$ cat src/rtl/wisc_pkg.sv
// Shared WISC ISA constants: opcodes, flag bit positions and the halt-detect state encoding.
package wisc_pkg;

  localparam logic [3:0] OP_ADD    = 4'h0;
  localparam logic [3:0] OP_SUB    = 4'h1;
  localparam logic [3:0] OP_XOR    = 4'h2;
  localparam logic [3:0] OP_RED    = 4'h3;
  localparam logic [3:0] OP_SLL    = 4'h4;
  localparam logic [3:0] OP_SRA    = 4'h5;
  localparam logic [3:0] OP_ROR    = 4'h6;
  localparam logic [3:0] OP_PADDSB = 4'h7;
  localparam logic [3:0] OP_LW     = 4'h8;
  localparam logic [3:0] OP_SW     = 4'h9;
  localparam logic [3:0] OP_LLB    = 4'hA;
  localparam logic [3:0] OP_LHB    = 4'hB;
  localparam logic [3:0] OP_B      = 4'hC;
  localparam logic [3:0] OP_BR     = 4'hD;
  localparam logic [3:0] OP_PCS    = 4'hE;
  localparam logic [3:0] OP_HLT    = 4'hF;

  localparam int unsigned FLAG_Z = 0;
  localparam int unsigned FLAG_V = 1;
  localparam int unsigned FLAG_N = 2;

  typedef enum logic [1:0] {
    RUN       = 2'd0,
    HALT_PEND = 2'd1,
    HALTED    = 2'd2
  } halt_state_e;

endpackage

$ cat src/rtl/ex_mem_stage_flag_reg.sv
// Architectural Z/V/N flag register: each bit loads its next value only when its enable is set.
module flag_reg (
  input  logic       clk,
  input  logic       rst,
  input  logic [2:0] en_i,
  input  logic [2:0] d_i,
  output logic [2:0] q_o
);

  logic [2:0] flags_q;

  always_ff @(posedge clk) begin
    if (rst) begin
      flags_q <= '0;
    end else begin
      for (int unsigned i = 0; i < 3; i++) begin
        if (en_i[i]) flags_q[i] <= d_i[i];
      end
    end
  end

  assign q_o = flags_q;

endmodule

$ cat src/rtl/ex_mem_stage.sv
// EX/MEM pipeline register for the WISC core: result capture, Z/V/N flag ownership and HLT retirement.
module ex_mem_stage
  import wisc_pkg::*;
(
  input  logic        clk,
  input  logic        rst,
  input  logic        stall,
  input  logic        flush,
  input  logic        in_valid,
  input  logic [3:0]  in_opcode,
  input  logic [15:0] in_result,
  input  logic        in_ovfl,
  input  logic [3:0]  in_dst,
  input  logic        in_wen,
  output logic        out_valid,
  output logic [3:0]  out_opcode,
  output logic [15:0] out_result,
  output logic [3:0]  out_dst,
  output logic        out_wen,
  output logic        flag_z,
  output logic        flag_v,
  output logic        flag_n,
  output logic        halted
);

  halt_state_e state_q, state_d;
  logic        accept;
  logic        valid_q, valid_d;
  logic [3:0]  opcode_q, opcode_d;
  logic [15:0] result_q, result_d;
  logic [3:0]  dst_q, dst_d;
  logic        wen_q, wen_d;
  logic [2:0]  flag_en, flag_nxt, flags;

  assign accept = in_valid & ~stall & ~flush & (state_q == RUN);

  always_comb begin
    state_d = state_q;
    unique case (state_q)
      RUN:       if (accept && in_opcode == OP_HLT) state_d = HALT_PEND;
      HALT_PEND: state_d = HALTED;
      HALTED:    state_d = HALTED;
      default:   state_d = RUN;
    endcase
  end

  // Once HLT is accepted the register freezes, so flush/stall no longer matter.
  always_comb begin
    valid_d  = valid_q;
    opcode_d = opcode_q;
    result_d = result_q;
    dst_d    = dst_q;
    wen_d    = wen_q;
    if (state_q != RUN) begin
      valid_d = valid_q;
    end else if (flush || (!stall && !in_valid)) begin
      valid_d  = 1'b0;
      opcode_d = '0;
      result_d = '0;
      dst_d    = '0;
      wen_d    = 1'b0;
    end else if (!stall) begin
      valid_d  = 1'b1;
      opcode_d = in_opcode;
      result_d = in_result;
      dst_d    = in_dst;
      wen_d    = in_wen & (in_opcode != OP_HLT);
    end
  end

  always_ff @(posedge clk) begin
    if (rst) begin
      state_q  <= RUN;
      valid_q  <= 1'b0;
      opcode_q <= '0;
      result_q <= '0;
      dst_q    <= '0;
      wen_q    <= 1'b0;
    end else begin
      state_q  <= state_d;
      valid_q  <= valid_d;
      opcode_q <= opcode_d;
      result_q <= result_d;
      dst_q    <= dst_d;
      wen_q    <= wen_d;
    end
  end

  // PADDSB saturation deliberately never reaches V; only the adder ops touch V/N.
  always_comb begin
    flag_en          = '0;
    flag_nxt         = '0;
    flag_nxt[FLAG_Z] = (in_result == 16'h0000);
    flag_nxt[FLAG_V] = in_ovfl;
    flag_nxt[FLAG_N] = in_result[15];
    if (accept) begin
      unique case (in_opcode)
        OP_ADD, OP_SUB:                 flag_en = '1;
        OP_XOR, OP_SLL, OP_SRA, OP_ROR: flag_en[FLAG_Z] = 1'b1;
        default:                        flag_en = '0;
      endcase
    end
  end

  flag_reg u_flag_reg (
    .clk  (clk),
    .rst  (rst),
    .en_i (flag_en),
    .d_i  (flag_nxt),
    .q_o  (flags)
  );

  assign out_valid  = valid_q;
  assign out_opcode = opcode_q;
  assign out_result = result_q;
  assign out_dst    = dst_q;
  assign out_wen    = wen_q & valid_q;
  assign flag_z     = flags[FLAG_Z];
  assign flag_v     = flags[FLAG_V];
  assign flag_n     = flags[FLAG_N];
  assign halted     = (state_q == HALTED);

endmodule

$ cat config.mk
export PLATFORM = sky130hd
export DESIGN_NAME = ex_mem_stage
export DESIGN_NICKNAME = d
export VERILOG_FILES = /design/src/rtl/wisc_pkg.sv /design/src/rtl/ex_mem_stage_flag_reg.sv /design/src/rtl/ex_mem_stage.sv
export SDC_FILE = /design/constraint.sdc
export NUM_CORES = 1
export LEC_CHECK = 0
export CORE_ASPECT_RATIO = 0.5
export CORE_UTILIZATION = 40
export CTS_CLUSTER_DIAMETER = 60
export DETAILED_ROUTE_END_ITERATION = 6
export PLACE_DENSITY = 0.78
export SLEW_MARGIN = 40
export SYNTH_ARGS = -nofsm -noshare
export SYNTH_HDL_FRONTEND = slang
export SYNTH_SLANG_ARGS = --single-unit
$ cat constraint.sdc
create_clock -name clk -period 1.7 [get_ports clk]
set_clock_uncertainty 0.15 [all_clocks]
set_input_delay 0.51 -clock clk [delete_from_list [all_inputs] [get_ports clk]]
set_output_delay 0.51 -clock clk [all_outputs]
set_load 0.05 [all_outputs]
# Word level (Yosys, flattened, before mapping)
# Cells that the tools add are included.
word_totals:
  register_bits: 31
  elab_cells: 56
op_classes:
  eq_ne: 11
  bitwise_logic: 8
  n_mux: 15
  reduce_logical: 13
ops:
  columns: ["op", "count"]
  rows:
  - ["16-bit 2-to-1 mux", 2]
  - ["16-bit zero test", 1]
  - ["4-bit 2-to-1 mux", 4]
  - ["4-bit by 3-bit == test with 1-bit output, second input constant", 3]
  - ["6-bit OR reduction", 1]
  - ["1-bit bitwise AND", 5]
  - ["1-bit 2-to-1 mux", 5]
  - ["4-bit by 1-bit == test with 1-bit output, second input constant", 1]
  - ["4-bit by 2-bit == test with 1-bit output, second input constant", 1]
  - ["4-bit == test, second input constant", 1]
  - ["4-bit zero test", 1]
  - ["2-bit 2-to-1 mux", 2]
  - ["2-bit by 1-bit inequality test with 1-bit output, second input constant", 2]
  - ["4-bit inequality test, second input constant", 1]
  - ["2-bit case mux with 2 select lines", 1]
  - ["2-bit OR reduction", 2]
  - ["3-bit 2-to-1 mux", 1]
  - ["1-bit inverter", 3]
  - ["2-bit by 1-bit == test with 1-bit output, second input constant", 1]
  - ["2-bit == test, second input constant", 1]
  - ["1-bit logical AND", 2]
  - ["1-bit zero test", 2]
  - ["2-bit zero test", 1]
  - ["2-bit AND reduction", 1]
  - ["other kinds (2)", 2]

# Logic depth before layout (Yosys ltp)
# Gate-level depths: netlist (run 1).
depth:
  word_depth: 7
  ltp_mapped: 7

# By module
# A second synthesis (run 1) with hierarchy kept.
hier_totals:
  hier_cells: 152
  area_unflattened_um2: 1348.8
modules_own_cells:
  columns: ["mod", "cells_per_inst", "n_inst", "seq_area_each_um2", "area_each_um2"]
  rows:
  - ["ex_mem_stage", 143, 1, 560.5, 1247.4]
  - ["flag_reg", 9, 1, 60.1, 101.3]

# Worst setup path after synthesis (run 1)
# OpenSTA, ideal clock, no wires.
synth_path:
  path_type: "register to output"
  startpoint: "reg valid_q (netlist: out_valid)"
  endpoint: "out out_wen"
  stages_incl_launch_ff: 2
  t_required_ns: 1.040
  setup_slack_ns: -0.079
  arrival_ns: 1.119
  cell_sequence: "dfxtp_1 > and2_1"
synth_between:
  elab_chain_len: 1
synth_rtl:
  columns: ["element", "line_no", "source"]
  rows:
  - ["from (decl)", "ex_mem_stage.sv:28", "logic valid_q, valid_d;"]
  - ["from (signal assigned)", "ex_mem_stage.sv:81", "valid_q <= valid_d;"]
  - ["1-bit bitwise AND", "ex_mem_stage.sv:117", "assign out_wen = wen_q & valid_q;"]
  - ["to (decl)", "ex_mem_stage.sv:19", "output logic out_wen,"]
# Every way passes these cells.

# Final worst setup path (run 1)
layout_path:
  startpoint: "in in_opcode[2]"
  endpoint: "reg u_flag_reg.flags_q[2] (netlist: u_flag_reg.q_o[2])"
layout_between:
  elab_chain_len: 4
  word_cells_on_any_way: 5
layout_rtl:
  columns: ["element", "line_no", "source"]
  rows:
  - ["from (decl)", "ex_mem_stage.sv:10", "input logic [3:0] in_opcode,"]
  - ["4-bit by 1-bit == test with 1-bit output / 4-bit zero test (equally long branches)", "ex_mem_stage.sv:97", "unique case (in_opcode)"]
  - ["2-bit OR reduction (*)", null, null]
  - ["2-bit 2-to-1 mux (*)", "ex_mem_stage.sv:97", null]
  - ["3-bit 2-to-1 mux (*)", "ex_mem_stage.sv:96", "if (accept) begin"]
  - ["to (signal, indexed assignment)", "ex_mem_stage_flag_reg.sv:17", "if (en_i[i]) flags_q[i] <= d_i[i];"]
  - ["to (decl)", "ex_mem_stage_flag_reg.sv:10", "logic [2:0] flags_q;"]
# Every way passes the cells marked *; elsewhere a longest branch is shown, timed or not.
# A chain may end at the register's enable or synchronous reset.

==> results of run 1 <==
cell families after synthesis:
kind of cell	count (synthesis)	share of synthesized area [%]
and+or+nand+nor	49	19.8
AOI/OAI and AO/OA	60	23.3
DFF	31	46.9
buffers and inverters	14	5.67
adders and majority gates	3	2.84
muxes	2	1.51
report_power, final:
| part | leakage (uW) | switching [uW] | total, uW | internal (uW) |
|---|---|---|---|---|
| clock network | 0.0000371 | 259 | 531 | 272 |
| registers | 0.000252 | 34.3 | 798 | 764 |
| logic | 0.000703 | 360 | 673 | 313 |
registers in the layout, indices dropped and copies added (netlist names):
name and count:
out_opcode 4, wen_q 1, out_dst 4, state_q 2, out_result 16, out_valid 1, u_flag_reg.q_o 3
timing repair:
item                                    CTS  global route
cloned                                    1             2
endpoints found under the setup margin   29            25
pin swaps                                 1             5
setup buffers                             1             0
gates resized for setup                   6            18
Yosys cell counts:
cell and count:
sky130_fd_sc_hd__a211o_1 1, sky130_fd_sc_hd__a21oi_1 29, sky130_fd_sc_hd__and2_1 1, sky130_fd_sc_hd__and3b_1 1, sky130_fd_sc_hd__and4bb_1 1, sky130_fd_sc_hd__buf_6 3, sky130_fd_sc_hd__clkbuf_1 7, sky130_fd_sc_hd__dfxtp_1 31
sky130_fd_sc_hd__ha_1 3, sky130_fd_sc_hd__inv_1 4, sky130_fd_sc_hd__mux2i_1 2, sky130_fd_sc_hd__nand2_1 23, sky130_fd_sc_hd__nand2b_1 5, sky130_fd_sc_hd__nand3_1 3, sky130_fd_sc_hd__nand4_1 5, sky130_fd_sc_hd__nand4bb_1 1
sky130_fd_sc_hd__nor2_1 1, sky130_fd_sc_hd__nor2b_1 1, sky130_fd_sc_hd__nor2b_4 1, sky130_fd_sc_hd__nor3_1 2, sky130_fd_sc_hd__nor4_1 3, sky130_fd_sc_hd__o21a_1 1, sky130_fd_sc_hd__o21ai_0 26, sky130_fd_sc_hd__o21ai_1 2
sky130_fd_sc_hd__o31ai_1 1, sky130_fd_sc_hd__or3_1 1
layer usage:
| metal | vias up | routed length, microns | part of all wire, % | global-route usage, % |
|---|---|---|---|---|
| li1 | 713 | - | - | - |
| met4 | 0 | 167 | 3.3 | 11.7 |
| met5 | - | 0 | 0 | 0 |
| met3 | 17 | 314 | 6.2 | 7.00 |
| met2 | 68 | 2600 | 51 | 45.9 |
| met1 | 767 | 2000 | 39 | 28.2 |
layout make-up:
cell class,count,area share (%)
clock buffers,6,2.79
inverters,4,0.722
multi-input cells,114,26.4
flip-flops and latches,31,24.0
well taps,40,1.92
repair buffers,81,43.9
repair inverters,1,0.289
how the worst min path moves through the flow:
stage	start	to	slack, ns	cells after the start
after detailed placement	wen_q$_SDFFE_PP0P_	wen_q$_SDFFE_PP0P_	0.33	2
after floorplan	wen_q$_SDFFE_PP0P_	wen_q$_SDFFE_PP0P_	0.29	2
final	state_q[0]$_SDFFE_PP0P_	state_q[0]$_SDFFE_PP0P_	0.35	2
after global placement	wen_q$_SDFFE_PP0P_	wen_q$_SDFFE_PP0P_	0.31	2
after global routing	wen_q$_SDFFE_PP0P_	wen_q$_SDFFE_PP0P_	0.36	2
after CTS	wen_q$_SDFFE_PP0P_	wen_q$_SDFFE_PP0P_	0.33	2
through the flow:
step	area [sq um]	util (%)	hold WS (ns)	setup slack, ns	power [uW]
after floorplan	1330	-	0.295	0.0326	1070
after global placement	2380	77.1	0.307	-0.257	1340
after detailed placement	2380	77.1	0.325	-0.291	1360
after CTS	2470	80.2	0.334	-0.0157	1920
after global routing	2600	84.3	0.356	-0.0557	2080
final	2600	84.3	0.347	-0.0280	2000
worst reg2reg max path, cell delays in order, from the launching register on:
cell and delay, ns:
sky130_fd_sc_hd__dfxtp_1 0.34, sky130_fd_sc_hd__inv_1 0.12, sky130_fd_sc_hd__ha_4 0.23, sky130_fd_sc_hd__and4bb_4 0.31, sky130_fd_sc_hd__buf_12 0.17, sky130_fd_sc_hd__nand2_1 0.07, sky130_fd_sc_hd__a21oi_1 0.22
cells in the final DEF (no fill, tap or decap), types with 3 or more instances in the layout:
cell / synthesis / layout
sky130_fd_sc_hd__dlymetal6s2s_1: 0 / 6
sky130_fd_sc_hd__clkbuf_8: 0 / 5
sky130_fd_sc_hd__nand2b_1: 5 / 5
sky130_fd_sc_hd__buf_4: 0 / 15
sky130_fd_sc_hd__o21ai_0: 26 / 24
sky130_fd_sc_hd__clkdlybuf4s50_1: 0 / 24
sky130_fd_sc_hd__a21oi_1: 29 / 29
sky130_fd_sc_hd__o21ai_1: 2 / 4
sky130_fd_sc_hd__nand2_1: 23 / 23
sky130_fd_sc_hd__nand3_1: 3 / 3
sky130_fd_sc_hd__buf_12: 0 / 32
sky130_fd_sc_hd__nand4_1: 5 / 5
sky130_fd_sc_hd__dfxtp_1: 31 / 29
==> run summary, run 1 <==
result of the run: finished with violations
violated checks: negative setup slack
via count: 1565
number of antenna-violating nets in the routed design: 0
proportion of netlist area held by the largest area contributor: 46.9%
required time worst endpoint: 1.72 ns
starting utilization of the core area: 42.9%
final critical-path required period: 1.73 ns
sequential cell area in the final layout: 623 sq um
proportion of synthesized chip area in sequential cells: 46.9%
# diodes: 0
number of nets at the end of the flow: 272
post-synthesis sequential element count: 31
Final Hold Viols: 0
arrival time of the worst setup path: 1.75 ns
clock root buffer: sky130_fd_sc_hd__clkbuf_8
Area Growth Syn to Fin: 96.4%
start point of the critical path: in_opcode[2]
core area: 3080 sq um
clock buffer count from CTS: 5
critical path peak fanout: 3
cell chain of the critical path: clkdlybuf4s50_1 > or3_1 > o21ai_0 > a21oi_1
number of unique standard cell types used by synthesis: 26
total number of yosys warnings: 0
Worst Slack Setup Final: -0.0280 ns
number of maximum-capacitance violations: 0
Final Setup Violations: 1
Worst path slowest cell: sky130_fd_sc_hd__clkdlybuf4s50_1
I/O pin total: 61
DRC viols: 0
cell type contributing the most total cell area after synthesis: sky130_fd_sc_hd__dfxtp_1
Finished Layout Cells: 277
quantity of I/O buffers inserted on ports: 60
maximum single-stage delay on the critical path: 0.49 ns
Synth area leaders: sky130_fd_sc_hd__dfxtp_1 (47%), sky130_fd_sc_hd__a21oi_1 (11%), sky130_fd_sc_hd__o21ai_0 (9.8%)
initial antenna violation count: 0
placer's final routability congestion estimate: 0.853
buffers from clock root to sink, at most: 2
largest net degree at the start of global routing: 27
worst reg2reg path endpoint: out_result[3]$_SDFFE_PP0P_
share of layout cells above drive strength 1: 29.1%
Clk pin slew, worst setup/hold paths: 0.06 ns
TritonCTS clock tree: done
Total Routing Usage GR: 25.3%
PD cells: 770 nW/um^2
hold buffer count at cts: 0
DP Cell Count: 267
mean cell area of the mapped netlist: 8.33 sq um
Synthesized Nets: 193
Crit path max-delay family: buffers and inverters
total number of H-tree levels: 2
type of the worst min-delay path: register to register
sink count of the clock tree: 31
Max Clock Freq: 579 MHz
routed via count divided by cell count: 5.65
count of standard-cell rows: 14
width of the die: 83.4 microns
crit path capture type: register
Final period util: 102%
last element of the critical path: u_flag_reg.q_o[2]$_SDFFE_PP0P_
vertical die dimension: 42.7 microns
number of pins with negative max-slew slack in the final report: 0
wire length of the first global-routing pass: 6970 microns
initial detailed-routing violation count: 69
area occupied by multi-input gates: 687 sq um
worst r2r src: state_q[1]$_SDFFE_PP0P_
maximum vdd drop: 0.707 mV
vias in the first global route: 1511
Die Area: 3560 sq um
slew of the pin with the lowest slew margin: 0.282 ns
critical path launch point type: primary input
detailed-router iteration count before antenna repair: 4
Slew headroom: 81.1%
kind of critical path: primary input to register
post-DR wirelength/cell: 18.3 microns
placed wire-length estimate after detailed placement: 2910 microns
Crit. path cell count: 4
reg2reg setup slack: 0.01 ns
residual overflow from global routing: 0
buffers and inverters on the worst path: 1
cells after synthesis: 159
Synth Cell Area: 1320 sq um
Final Routed Wirelength: 5080 microns
leakage power figure: 0.000992 uW
clock insertion delay at the later pin of the skew report: 0.28 ns
Post-Route Setup TNS: -0.0280 ns
FILL cells: 152
R2R depth: 6
(Power assumes the default switching activity.)
==> run 2, diff against run 1 <==
- SLEW_MARGIN: 40 -> 20
==> results of run 2 <==
Same layout as run 1: the final DEF is identical, and so are final timing and power.
==> run 3, diff against run 2 <==
- CORE_ASPECT_RATIO: 0.5 -> 0.9
- CTS_CLUSTER_SIZE: not set -> 20
==> run 3 against run 2 <==
Net effect:
- the run now ends clean
- cell area down 1.8%
- global-route usage up 1.9 points
- sequential share of layout area up 0.39 points
- via count up 0.32%
- cell count down 0.72%
- register-to-register slack better by 0.04 ns
- worst setup slack better by 0.048 ns
- first-iteration DRC count down 1.4%
- utilization down 2.3 points
- clock power up 29%
- critical path depth down 1
- routed wire length down 6.7%
- critical path type is now register to primary output
==> run summary, run 3 (same netlist as run 1, synthesis figures left out) <==
result of the run: completed
clock insertion delay at the later pin of the skew report: 0.28 ns
number of pins with negative max-slew slack in the final report: 0
Max Clock Freq: 595 MHz
I/O pin total: 61
vertical die dimension: 56.6 microns
sink count of the clock tree: 31
kind of critical path: register to primary output
final critical-path required period: 1.68 ns
Post-Route Setup TNS: 0 ns
width of the die: 62.6 microns
clock root buffer: sky130_fd_sc_hd__clkbuf_8
share of layout cells above drive strength 1: 27.9%
buffers from clock root to sink, at most: 2
reg2reg setup slack: 0.05 ns
most frequent cells in the layout: sky130_fd_sc_hd__buf_12 (33), sky130_fd_sc_hd__dfxtp_1 (30), sky130_fd_sc_hd__a21oi_1 (28), sky130_fd_sc_hd__clkdlybuf4s50_1 (28), sky130_fd_sc_hd__o21ai_0 (25)
post-DR wirelength/cell: 17.2 microns
maximum vdd drop: 0.583 mV
Clk pin slew, worst setup/hold paths: 0.06 ns
detailed-router iteration count before antenna repair: 4
required time worst endpoint: 1.04 ns
placer's final routability congestion estimate: 0.894
Final Setup Violations: 0
most common library cell in the layout ignoring fill and taps: sky130_fd_sc_hd__buf_12
quantity of I/O buffers inserted on ports: 60
critical path launch point type: register
core utilization of the finished layout: 82.0%
number of antenna-violating nets in the routed design: 0
post-route worst hold slack: 0.332 ns
number of maximum-capacitance violations: 0
leakage power figure: 0.000924 uW
Final Routed Wirelength: 4740 microns
routed via count divided by cell count: 5.71
flip-flop count of the largest register, all copies and words added: 16
# diodes: 0
PnR Total Power: 2190 uW
Area Growth Syn to Fin: 92.9%
wire length of the first global-routing pass: 7280 microns
DRC viols: 0
vias in the first global route: 1572
Final period util: 98.8%
critical path peak fanout: 3
starting utilization of the core area: 42.5%
Die Area: 3540 sq um
PD cells: 858 nW/um^2
Total Routing Usage GR: 27.2%
TritonCTS clock tree: done
Finished Layout Cells: 275
Slew headroom: 75.9%
initial detailed-routing violation count: 68
FILL cells: 175
arrival time of the worst setup path: 1.02 ns
total number of H-tree levels: 2
initial antenna violation count: 0
largest net degree at the start of global routing: 27
type of the worst min-delay path: register to register
count of standard-cell rows: 19
number of nets at the end of the flow: 267
core area: 3110 sq um
slew of the pin with the lowest slew margin: 0.358 ns
clock buffer count from CTS: 5
residual overflow from global routing: 0
via count: 1570
DP Cell Count: 261
crit path capture type: primary output
placed wire-length estimate after detailed placement: 3160 microns
Final Hold Viols: 0
-- run 3: changes by cell type in the layout (fill, tap and decap cells not counted), moves of 2 or more --
cell	before	now
sky130_fd_sc_hd__dlymetal6s2s_1	6	0
sky130_fd_sc_hd__clkdlybuf4s50_1	24	28
sky130_fd_sc_hd__buf_4	15	11
sky130_fd_sc_hd__clkbuf_16	2	0
sky130_fd_sc_hd__dlygate4sd2_1	0	2
-- run 3: path summary, 6_finish.rpt --
path | start | endpoint | depth (start not counted)
setup / recovery | state_q[0]$_SDFFE_PP0P_ | halted | 3
hold / removal | wen_q$_SDFFE_PP0P_ | wen_q$_SDFFE_PP0P_ | 2
setup reg to reg | state_q[1]$_SDFFE_PP0P_ | out_result[11]$_SDFFE_PP0P_ | 6
hold reg to reg | wen_q$_SDFFE_PP0P_ | wen_q$_SDFFE_PP0P_ | 2
-- run 3: through the flow --
step | worst slack (ns) | cell area [sq um]
floorplan | 0.0326 | 1330
global placement | -0.300 | 2330
finish | 0.0198 | 2550
global route | -0.0166 | 2550
detailed placement | -0.418 | 2330
CTS | 0.0268 | 2480
-- run 3: where the power goes --
group	total [uW]	internal (uW)	leakage [uW]	switching (uW)
registers	801	764	0.000252	37.0
logic	706	337	0.000621	369
clock network	686	429	0.0000513	257
-- run 3: cell type report --
cell class / count / area [sq um] / area share, %
repair buffers: 76 / 1060 / 41.6
multi-input cells: 114 / 687 / 26.9
flip-flops and latches: 31 / 622 / 24.4
clock buffers: 6 / 72.6 / 2.84
well taps: 42 / 52.6 / 2.06
clock inverters: 1 / 30.0 / 1.18
inverters: 4 / 18.8 / 0.735
repair inverters: 1 / 7.51 / 0.294
-- run 3: worst max-delay path, stage by stage (launching register included) --
cell and delay [ns]:
sky130_fd_sc_hd__dfxtp_2 0.36, sky130_fd_sc_hd__inv_2 0.08, sky130_fd_sc_hd__ha_4 0.17, sky130_fd_sc_hd__buf_12 0.14
-- run 3: timing repair --
item | in CTS | in global routing
gates cloned | 1 | 0
hold buffers | 0 | 0
resized for setup | 13 | 6
setup endpoints to repair | 31 | 19
buffers inserted | 0 | 6
pin swaps | 2 | 1
-- run 3: routing by layer --
metal | wire (microns) | track usage (%) | part of all wire, % | vias to the layer above
met5 | 0 | 0 | 0 | -
met2 | 2360 | 44.7 | 50 | 102
li1 | - | - | - | 707
met4 | 187 | 19.6 | 3.9 | 0
met3 | 384 | 8.74 | 8.1 | 22
met1 | 1810 | 29.6 | 38 | 739
==> variant: new RTL, flow settings as in run 1 <==
Make the reset (`rst`) asynchronous in 2 clocked blocks.
--- a/src/rtl/ex_mem_stage_flag_reg.sv
+++ b/src/rtl/ex_mem_stage_flag_reg.sv
@@ -10,5 +10,5 @@
   logic [2:0] flags_q;
 
-  always_ff @(posedge clk) begin
+  always_ff @(posedge clk or posedge rst) begin
     if (rst) begin
       flags_q <= '0;
--- a/src/rtl/ex_mem_stage.sv
+++ b/src/rtl/ex_mem_stage.sv
@@ -69,5 +69,5 @@
   end
 
-  always_ff @(posedge clk) begin
+  always_ff @(posedge clk or posedge rst) begin
     if (rst) begin
       state_q  <= RUN;
Formal check against the unedited RTL: differs if rst is asserted again (counterexample within 4 cycles, from zero or initial values and one cycle with rst high); with rst held inactive, the same outputs for 10 cycles.
==> variant against run 1 <==
The run ends with design-rule violations, negative setup slack left; worst setup slack worse by 0.070 ns; synthesized area is 1.3% higher; final area is 0.72% lower; wire length is 20% lower; core utilization is 1.1 points lower; sequential cell count stayed put; synthesized cell count is 37% lower; maximum frequency is 3.9% lower; cell count is 21% lower; die area is 1.3% higher; largest cell class unchanged.
Power is not compared: it rests on default switching activity, and its combinational part moved more than twofold at a synthesized area within 25%.
==> variant: results (changes against run 1) <==
| Metric | Value |
|---|---|
| Compound-Gate Fraction of Synth Area | `14.9% (was 23.3%)` |
| Setup TNS | `-0.230 ns (was -0.0280 ns)` |
| Worst setup margin | `-0.0977 ns (was -0.0280 ns)` |
| Post-synth top cells | `31 x dfrtp_1, 18 x a22o_1, 11 x inv_1, 7 x mux2i_1, 6 x nand2_1 (was 31 x dfxtp_1, 29 x a21oi_1, 26 x o21ai_0, 23 x nand2_1, 7 x clkbuf_1)` |
| Post-synthesis mux area share | `8.58% (was 1.51%)` |
| Mapped Nets | `134 (was 193)` |
| GP Congestion | `0.733 (was 0.853)` |
| DP Worst Slack | `-0.377 ns (was -0.291 ns)` |
| Met2 Usage GRT | `45.2% (was 45.9%)` |
| # setup viols final | `3 (was 1)` |
| Hold path depth | `1 (was 2)` |
| Drt initial violations | `80 (was 69)` |
| DR pass1 iterations | `7 (was 4)` |
| Met1 Usage GRT | `27.4% (was 28.2%)` |
| Reg2reg end | `u_flag_reg.q_o[2]$_DFFE_PP0P_ (was out_result[3]$_SDFFE_PP0P_)` |
| Failing checks | `design-rule violations, negative setup slack (was negative setup slack)` |
| First-pass GRT wire length | `6420 µm (was 6970 µm)` |
| Synth cell types | `21 (was 26)` |
| Ys flop type | `dfrtp_1 (was dfxtp_1)` |
| Post-Synth Adder-Cell Area | `2.80% (was 2.84%)` |
| Placed insts | `209 (was 267)` |
| Slowest cell delay on critical path | `0.39 ns (was 0.49 ns)` |
| Post-synth ARST share | `100% (was 0%)` |
| Slowest CP cell | `dfrtp_1 (was clkdlybuf4s50_1)` |
| Critical Path Sink | `halted (was u_flag_reg.q_o[2]$_SDFFE_PP0P_)` |
| Non-Filler Instances | `220 (was 277)` |
| Vias | `1,157 (was 1,565)` |
| Crit-path leading delay family | `flip-flops (was buffers and inverters)` |
| Run status | `finished, violations left (unchanged)` |
| Setup Buffers After CTS | `3 (was 1)` |
| Fraction of layout cells with a size suffix above 1 | `40.0% (was 29.1%)` |
| Slew @ Worst Pin | `0.295 ns (was 0.282 ns)` |
| Total track usage | `24.5% (was 25.3%)` |
| Hold path endpoint | `wen_q$_DFFE_PP0P_ (was state_q[0]$_SDFFE_PP0P_)` |
| Top post-synthesis cells by area | `dfrtp_1 58%, a22o_1 12%, mux2i_1 5.2% (was dfxtp_1 47%, a21oi_1 11%, o21ai_0 9.8%)` |
| Met3 Use GR | `7.39% (was 7.00%)` |
| Crit path launch | `state_q[0]$_DFFE_PP0P_ (was in_opcode[2])` |
| # DRC | `4 (was 0)` |
| Post-DP Area | `2380 µm² (about the same)` |
| FF-to-FF Start | `state_q[1]$_DFFE_PP0P_ (was state_q[1]$_SDFFE_PP0P_)` |
| Arr. time, crit path | `1.14 ns (was 1.75 ns)` |
==> variant: changes by cell type in the layout (fill, tap and decap cells not counted), moves of 7 or more <==
cell     change
dfxtp_1     -29
dfrtp_1     +31
a21oi_1     -29
inv_1        +7
a22o_1      +18
nand2_1     -17
o21ai_0     -24
==> variant: final cells by class <==
class	instances	area, µm²
inverters	11	41.3
flip-flops and latches	31	776
fillers	155	519
clock buffers	6	82.6
multi-input cells	54	567
clock inverters	1	5.00
repair buffers	77	1060
well taps	40	50.0
==> variant: where the power goes <==
group / leakage (nW) / total, mW / switching, mW / internal (mW)
logic: 0.740 / 2.73 / 1.35 / 1.37
registers: 0.417 / 1.25 / 0.271 / 0.984
clock network: 0.0470 / 0.594 / 0.277 / 0.317
total: 1.20 / 4.58 / 1.90 / 2.67
==> variant: metal layers <==
metal,routed length (µm),up-vias
met5,0,-
met3,191,6
met4,31,0
met1,1640,600
met2,2220,30
li1,-,521
